[src/rtl/uart_rx_mmio.sv]
// UART 8N1 receiver behind a memory-mapped byte register with a sticky Rx_flag and error flags.
// Latency: byte and Rx_flag update on the edge of the stop-bit sample (about 9.5 bit periods + 3 cycles after the line falls).
// Backpressure: none; a byte landing while Rx_flag is still set overwrites DataRx_out and raises overrun.
module uart_rx_mmio #(
  parameter int CLKS_PER_BIT = 434,
  parameter int DATA_BITS    = 8
) (
  input  logic       clk,
  input  logic       reset,
  input  logic       SerialDataIn,
  input  logic       rx_clear,
  input  logic       err_clear,
  output logic [7:0] DataRx_out,
  output logic       Rx_flag,
  output logic       overrun,
  output logic       frame_err,
  output logic       busy
);

  localparam int CW = $clog2(CLKS_PER_BIT);
  localparam int IW = $clog2(DATA_BITS);
  localparam logic [CW-1:0] HALF_C   = CW'((CLKS_PER_BIT - 1) / 2);
  localparam logic [CW-1:0] LAST_C   = CW'(CLKS_PER_BIT - 1);
  localparam logic [CW-1:0] CNT_ONE  = CW'(1);
  localparam logic [IW-1:0] LAST_BIT = IW'(DATA_BITS - 1);
  localparam logic [IW-1:0] IDX_ONE  = IW'(1);

  typedef enum logic [2:0] {
    IDLE      = 3'd0,
    START     = 3'd1,
    DATA      = 3'd2,
    STOP      = 3'd3,
    WAIT_HIGH = 3'd4
  } state_t;

  state_t          state_q, state_d;
  logic [CW-1:0]   cnt_q, cnt_d;
  logic [IW-1:0]   bit_idx_q, bit_idx_d;
  logic [7:0]      shift_q, shift_d;
  logic            sync1_q, sync1_d;
  logic            sync2_q, sync2_d;
  logic [7:0]      data_q, data_d;
  logic            flag_q, flag_d;
  logic            overrun_q, overrun_d;
  logic            frame_err_q, frame_err_d;
  logic            busy_q, busy_d;
  logic            load;
  logic            ferr_set;
  logic            rx_s;

  assign rx_s = sync2_q;

  // Two-flop synchronizer inputs: the FSM only ever looks at the second stage.
  always_comb begin
    sync1_d = SerialDataIn;
    sync2_d = sync1_q;
  end

  // Receive FSM next-state: mid-bit sampling driven by a single bit-period counter.
  always_comb begin
    state_d   = state_q;
    cnt_d     = cnt_q;
    bit_idx_d = bit_idx_q;
    shift_d   = shift_q;
    load      = 1'b0;
    ferr_set  = 1'b0;
    case (state_q)
      IDLE: begin
        if (!rx_s) begin
          state_d = START;
          cnt_d   = '0;
        end
      end
      START: begin
        // A start bit must still be low half a bit later, otherwise it was a glitch.
        if (cnt_q == HALF_C) begin
          if (!rx_s) begin
            state_d   = DATA;
            cnt_d     = '0;
            bit_idx_d = '0;
          end else begin
            state_d = IDLE;
          end
        end else begin
          cnt_d = cnt_q + CNT_ONE;
        end
      end
      DATA: begin
        if (cnt_q == LAST_C) begin
          shift_d[bit_idx_q] = rx_s;
          cnt_d              = '0;
          bit_idx_d          = bit_idx_q + IDX_ONE;
          if (bit_idx_q == LAST_BIT) begin
            state_d = STOP;
          end
        end else begin
          cnt_d = cnt_q + CNT_ONE;
        end
      end
      STOP: begin
        // Back to IDLE right at the stop sample so a following start bit is caught in time.
        if (cnt_q == LAST_C) begin
          cnt_d = '0;
          if (rx_s) begin
            load    = 1'b1;
            state_d = IDLE;
          end else begin
            ferr_set = 1'b1;
            state_d  = WAIT_HIGH;
          end
        end else begin
          cnt_d = cnt_q + CNT_ONE;
        end
      end
      WAIT_HIGH: begin
        // Hold off while the line is in break so it cannot retrigger a frame.
        if (rx_s) begin
          state_d = IDLE;
        end
      end
      default: begin
        state_d = IDLE;
      end
    endcase
  end

  // Host-visible register updates: a new load or error beats a same-cycle clear.
  always_comb begin
    data_d      = load ? shift_q : data_q;
    flag_d      = load ? 1'b1 : (rx_clear ? 1'b0 : flag_q);
    overrun_d   = (load && flag_q && !rx_clear) ? 1'b1 : (err_clear ? 1'b0 : overrun_q);
    frame_err_d = ferr_set ? 1'b1 : (err_clear ? 1'b0 : frame_err_q);
    busy_d      = (state_d != IDLE);
  end

  // State and register file, synchronous reset.
  always_ff @(posedge clk) begin
    if (reset) begin
      state_q     <= IDLE;
      cnt_q       <= '0;
      bit_idx_q   <= '0;
      shift_q     <= '0;
      sync1_q     <= 1'b1;
      sync2_q     <= 1'b1;
      data_q      <= '0;
      flag_q      <= 1'b0;
      overrun_q   <= 1'b0;
      frame_err_q <= 1'b0;
      busy_q      <= 1'b0;
    end else begin
      state_q     <= state_d;
      cnt_q       <= cnt_d;
      bit_idx_q   <= bit_idx_d;
      shift_q     <= shift_d;
      sync1_q     <= sync1_d;
      sync2_q     <= sync2_d;
      data_q      <= data_d;
      flag_q      <= flag_d;
      overrun_q   <= overrun_d;
      frame_err_q <= frame_err_d;
      busy_q      <= busy_d;
    end
  end

  assign DataRx_out = data_q;
  assign Rx_flag    = flag_q;
  assign overrun    = overrun_q;
  assign frame_err  = frame_err_q;
  assign busy       = busy_q;

endmodule
[config.mk]
export PLATFORM = sky130hd
export DESIGN_NAME = uart_rx_mmio
export DESIGN_NICKNAME = d
export VERILOG_FILES = /design/src/rtl/uart_rx_mmio.sv
export SDC_FILE = /design/constraint.sdc
export NUM_CORES = 1
export LEC_CHECK = 0
export BUFFER_PORTS_ARGS = -buffer_cell sky130_fd_sc_hd__buf_2
export CAP_MARGIN = 20
export CORE_MARGIN = 2
export CORE_UTILIZATION = 35
export CTS_BUF_LIST = sky130_fd_sc_hd__clkbuf_2
export CTS_CLUSTER_DIAMETER = 40
export DETAILED_ROUTE_END_ITERATION = 12
export GPL_ROUTABILITY_DRIVEN = 0
export GPL_TIMING_DRIVEN = 0
export HOLD_SLACK_MARGIN = 0.08
export MAX_ROUTING_LAYER = met4
export PLACE_DENSITY = 0.52
export SLEW_MARGIN = 20
export SYNTH_ARGS = -nofsm -noshare
export SYNTH_HDL_FRONTEND = slang
export SYNTH_SLANG_ARGS = --single-unit
[constraint.sdc]
create_clock -name clk -period 2.89 [get_ports clk]
set_clock_uncertainty 0.05 [all_clocks]
set_input_delay 0.578 -clock clk [delete_from_list [all_inputs] [get_ports clk]]
set_output_delay 0.578 -clock clk [all_outputs]
set_load 0.005 [all_outputs]
[Word-level counts from Yosys, hierarchy flattened]
Index checks and enable logic that the tools add are counted.
Cells by class
  add/sub/neg operators: 2
  order comparisons: 2
  equality and inequality tests: 10
  mux-type cells: 31
  reduce and logical (&&, ||, !) cells: 14
Operator list (number)
  $mux 3: 10
  $mux 9: 3
  $pmux 9 s3: 1
  $pmux 3 s5: 1
  $mux 1: 12
  $add 9x1->9 const B: 1
  $eq 9x8->1 const B: 1
  $eq 9x9->1 const B: 1
  $bwmux 8: 1
  $reduce_bool 2->1: 4
  $eq 3x2->1 const B: 2
  $eq 3x3->1 const B: 2
  $ne 2x2->1 const B: 3
  $pmux 3 s2: 1
  $reduce_bool 3->1: 2
  $lt 3x4->1 const B: 1
  $reduce_and 4->1: 1
  $add 3x1->3 const B: 1
  $demux 1 s3: 1
  $eq 3x1->1 const B: 1
  $ge 3x1->1 const B: 1
  $logic_and 1x1->1: 3
  $logic_not 3->1: 1
  $mux 2: 1
  other kinds (3): 3
Word-level totals
  flip-flop bits (word level): 37
  input port bits: 5
  output and inout bits: 12
  word-level logic and storage cells: 70

[Longest topological paths before layout]
  depth in word-level cells: 6
  gate-level depth with buffers: 8
  mapped depth without buffers: 6

[Worst setup path before layout]
No wires, ideal clock.
  kind: input -> register
  start point: in reset
  end point: reg cnt_q[7]
  setup time: 79 ps
  arrival time: 1648 ps
  required time: 2761 ps
  setup slack: 1113 ps
  stages: 5
  buffers on the path: 1
  path through: or2_1 -> buf_2 -> a2111oi_4 -> nor2_2 -> o221ai_2
RTL lines
  from (decl): line 9  | input logic reset,
  to (signal assigned): line 152  | cnt_q <= cnt_d;
  to (decl): line 37  | logic [CW-1:0] cnt_q, cnt_d;

[Worst setup path in the final report]
  start point: reg cnt_q[1]
  end point: reg cnt_q[7]
On the way
  cells in the longest elaborated chain, start to end: 3
  elaborated cells between the ends (all ways): 6
  classes of those cells: add/sub: 1; eq/ne: 2; mux: 3
RTL lines
  $add 9x1->9, or another cell as far along: line 85, 97, 112
  $mux 9 (on tied branches): line 89, 102, 76
  $pmux 9 s3 (*): line 67  | case (state_q)
Mark *: on every way between the ends. The rest lies on a longest branch, timed or not.
A chain may end at the register's enable or synchronous reset.

==> run_results.csv <==
group,metric,value,unit
status,status,"complete, no violations",
timing,finalCritPeriodShare,0.692,
clocking,path_clk_slew,0.21,ns
worst_setup_path,end_kind,"flip-flop",
die,die_w,79.8,um
die,die-area,6370,um2
worst_setup_path,criticalPathCategory,"reg -> reg",
grt,grt.total_usage,0.158,
logic_synthesis,synth-xor-area-share,0,
logic_synthesis,synth_edf_count,0,
die,io_pins,17,
timing,fmax,500,MHz
worst_setup_path,crit_fanout,7,
worst_setup_path,rrSetupSlack,0.89,ns
die,start_util,0.363,
drt,antenna_left,0,
logic_synthesis,synth-compound-area-share,0.210,
power,combPwrFrac,0.060,
logic_synthesis,synth-seq-cells,37,
worst_setup_path,rr_worst_depth,7,
power,power_density,444,nW/um2
logic_synthesis,seq_area_frac_synth,0.368,
timing,hold_violations,0,
grt,antenna_found_initial,0,
logic_synthesis,avgSynthCellArea,9.10,um2
grt,grt_pass1_vias,1566,
power,p_sw,236,uW
clocking,cts_sinks,37,
drt,vias_per_cell,5.24,
die,chipHeight,79.8,um
logic_synthesis,synth_top_flop_cell,"dfxtp_1",
worst_setup_path,cp-startpoint,"cnt_q[1]",
layout,layout-drive-gt1-share,0.220,
layout,multi_input_area,1130,um2
power,internal_power,774,uW
layout,area_delta_synth_final,13.1,%
drt,drt_iter0_drc,85,
layout,fill_cells,587,
clocking,hold_buffers,0,
timing,layout_min_cycle_time,2.00,ns
logic_synthesis,yosysTopAreaCell,"dfxtp_1",
power,p_seq_frac,0.513,
timing,rsz0062_at_grt,"false",
job,max-cap-violations,0,
timing,worst_pin_slew,0.520,ns
layout,antennaDiodeCount,0,
clocking,ctsResizeCount,0,
grt,grt_pass1_wl,7550,um
logic_synthesis,synth_nets,231,
worst_setup_path,slowest_delay,0.46,ns
drt,drc,0,
layout,final_util,0.411,
clocking,cts_max_path_buffers,2,
worst_setup_path,r2r-end,"cnt_q[7]",
grt,grt_overflow_total,0,
timing,slew_viol_final,0,
timing,fin_tns_setup,0,ns
placement,dp_hpwl,3110,um
logic_synthesis,synth-simple-area-share,0.245,
placement,io_buffers,16,
logic_synthesis,synth_adder_area_share,0.0311,
logic_synthesis,synth_area,2010,um2
min_path,hp-class,"in -> reg",
die,rows,27,
drt,vias,1660,
clocking,postCtsSetupRepairBufs,0,
layout,final_nets,254,
clocking,cts_tree,"yes",
clocking,insertion_delay,0.41,ns
clocking,cts_max_level,2,
clocking,cts_root_buf,"clkbuf_2",
logic_synthesis,synthTopCellsByArea,"dfxtp_1, mux2i_1, o221ai_2",
min_path,min-delay-start,"SerialDataIn",
logic_synthesis,synth_cells,221,
worst_setup_path,crit_arrival,2.28,ns
die,core,5540,um2
logic_synthesis,synth_mux_area_frac,0.0747,
logic_synthesis,synth_cell_types,53,
worst_setup_path,worstSetupEndpoint,"cnt_q[7]",
grt,grt_start_max_net_pins,14,
power,clockPowerShare,0.428,
timing,slew_headroom,0.652,
logic_synthesis,ys_warn_count,0,
worst_setup_path,crit_path_top_delay_cell,"dfxtp_1",
drt,first_pass_iters,4,
power,swShare,0.233,
worst_setup_path,crit_chain,"inv_1 > ha_1 > and4b_1 > buf_2 > a211oi_2 > nor2_2 > o221ai_2",
layout,final_common_cell,"dfxtp_1",
timing,setup_viol,0,
drt,totalWireLength,4330,um
layout,area.sequential,741,um2
logic_synthesis,synth_top_family_by_area,"simple AND/OR/NAND/NOR gates",
power,ir_drop,0.214,mV
worst_setup_path,required,3.17,ns
power,p_leak,0.894,nW
drt,wl_per_cell,13.7,um
layout,mostFrequentLayoutCells,"dfxtp_1, buf_2, nor2_1, mux2i_1",
logic_synthesis,synthArstFlopShare,0,
worst_setup_path,reg2reg_from,"cnt_q[1]",
clocking,cts_buffers,5,
worst_setup_path,start_kind,"flip-flop",
logic_synthesis,yosysTopAreaCellShare,0.368,
worst max-delay path, delay by kind of cell (launching register included):
family / cells / cell delay [ns]
AOI/OAI and AO/OA: 2 / 0.64
buffers and inverters: 2 / 0.25
DFF: 1 / 0.46
and+or+nand+nor: 2 / 0.34
adders and majority gates: 1 / 0.20
kinds of logic (layout without fill, tap and decap cells):
logic type,Yosys count,after routing
adder cells (fa/ha/maj),5,5
AND/OR/NAND/NOR,83,83
buffers and inverters,29,53
multiplexers,15,15
flip-flops,37,37
AO/OA/AOI/OAI,52,52
power by group through the flow:
stage                     sequential [mW]  clock (mW)  combinational, mW
final                               0.518       0.431             0.0601
after global routing                0.519       0.466             0.0662
after floorplan                     0.527           0             0.0435
after CTS                           0.518       0.444             0.0610
after global placement              0.527           0             0.0613
after detailed placement            0.527           0             0.0608
stage by stage:
| step | hold WS, ns | cell area [um2] | power, mW | cells | worst slack (ns) |
|---|---|---|---|---|---|
| 2_1_floorplan | 0.339 | 2010 | 0.570 | 221 | 1.11 |
| 3_3_place_gp | 0.350 | 2180 | 0.589 | 309 | 0.783 |
| 4_1_cts | 0.261 | 2270 | 1.02 | 317 | 0.893 |
| 5_1_grt | 0.243 | 2270 | 1.05 | 317 | 0.757 |
| 6_report | 0.291 | 2270 | 1.01 | 317 | 0.890 |
| 3_5_place_dp | 0.350 | 2180 | 0.588 | 309 | 0.777 |
state kept, by name, summed over array words and instances, names as in the netlist:
register	cells
cnt_q	9
DataRx_out	8
shift_q	8
bit_idx_q	3
state_q	3
Rx_flag	1
busy	1
frame_err	1
overrun	1
rx_s	1
sync1_q	1
final cells by class:
type / count / share of cell area
Clock buffer: 5 / 0.0110
Inverter: 13 / 0.0215
Clock inverter: 3 / 0.0303
Timing Repair Buffer: 16 / 0.0352
Tap cell: 72 / 0.0396
Buffer: 16 / 0.0418
Multi-Input combinational cell: 155 / 0.495
Sequential cell: 37 / 0.326
synthesized netlist by cell type, types with 3 or more instances:
library cell	number
o221ai_2	5
buf_4	3
ha_1	5
nor3_1	9
nand3_1	11
mux2i_1	15
nand2_1	10
inv_1	13
clkbuf_1	4
o21ai_0	13
nand4_1	5
buf_2	6
o211ai_1	4
a21oi_1	11
dfxtp_1	37
nor2_1	17
nand2b_1	9
metal layers:
| metal | track usage | part of all wire | vias to the layer above |
|---|---|---|---|
| li1 | - | - | 844 |
| met4 | 0.0508 | 0.0055 | 0 |
| met3 | 0.0430 | 0.035 | 2 |
| met1 | 0.212 | 0.51 | 779 |
| met2 | 0.231 | 0.45 | 35 |
| met5 | - | 0 | - |
worst min-delay path by stage:
stage                    to  cells after the start  slack [ns]
floorplan              rx_s                      1        0.34
global placement       rx_s                      1        0.35
detailed placement     rx_s                      1        0.35
CTS                 sync1_q                      2        0.26
global route        sync1_q                      2        0.24
finish              sync1_q                      2        0.29
Power figures use the tool's default switching activity.
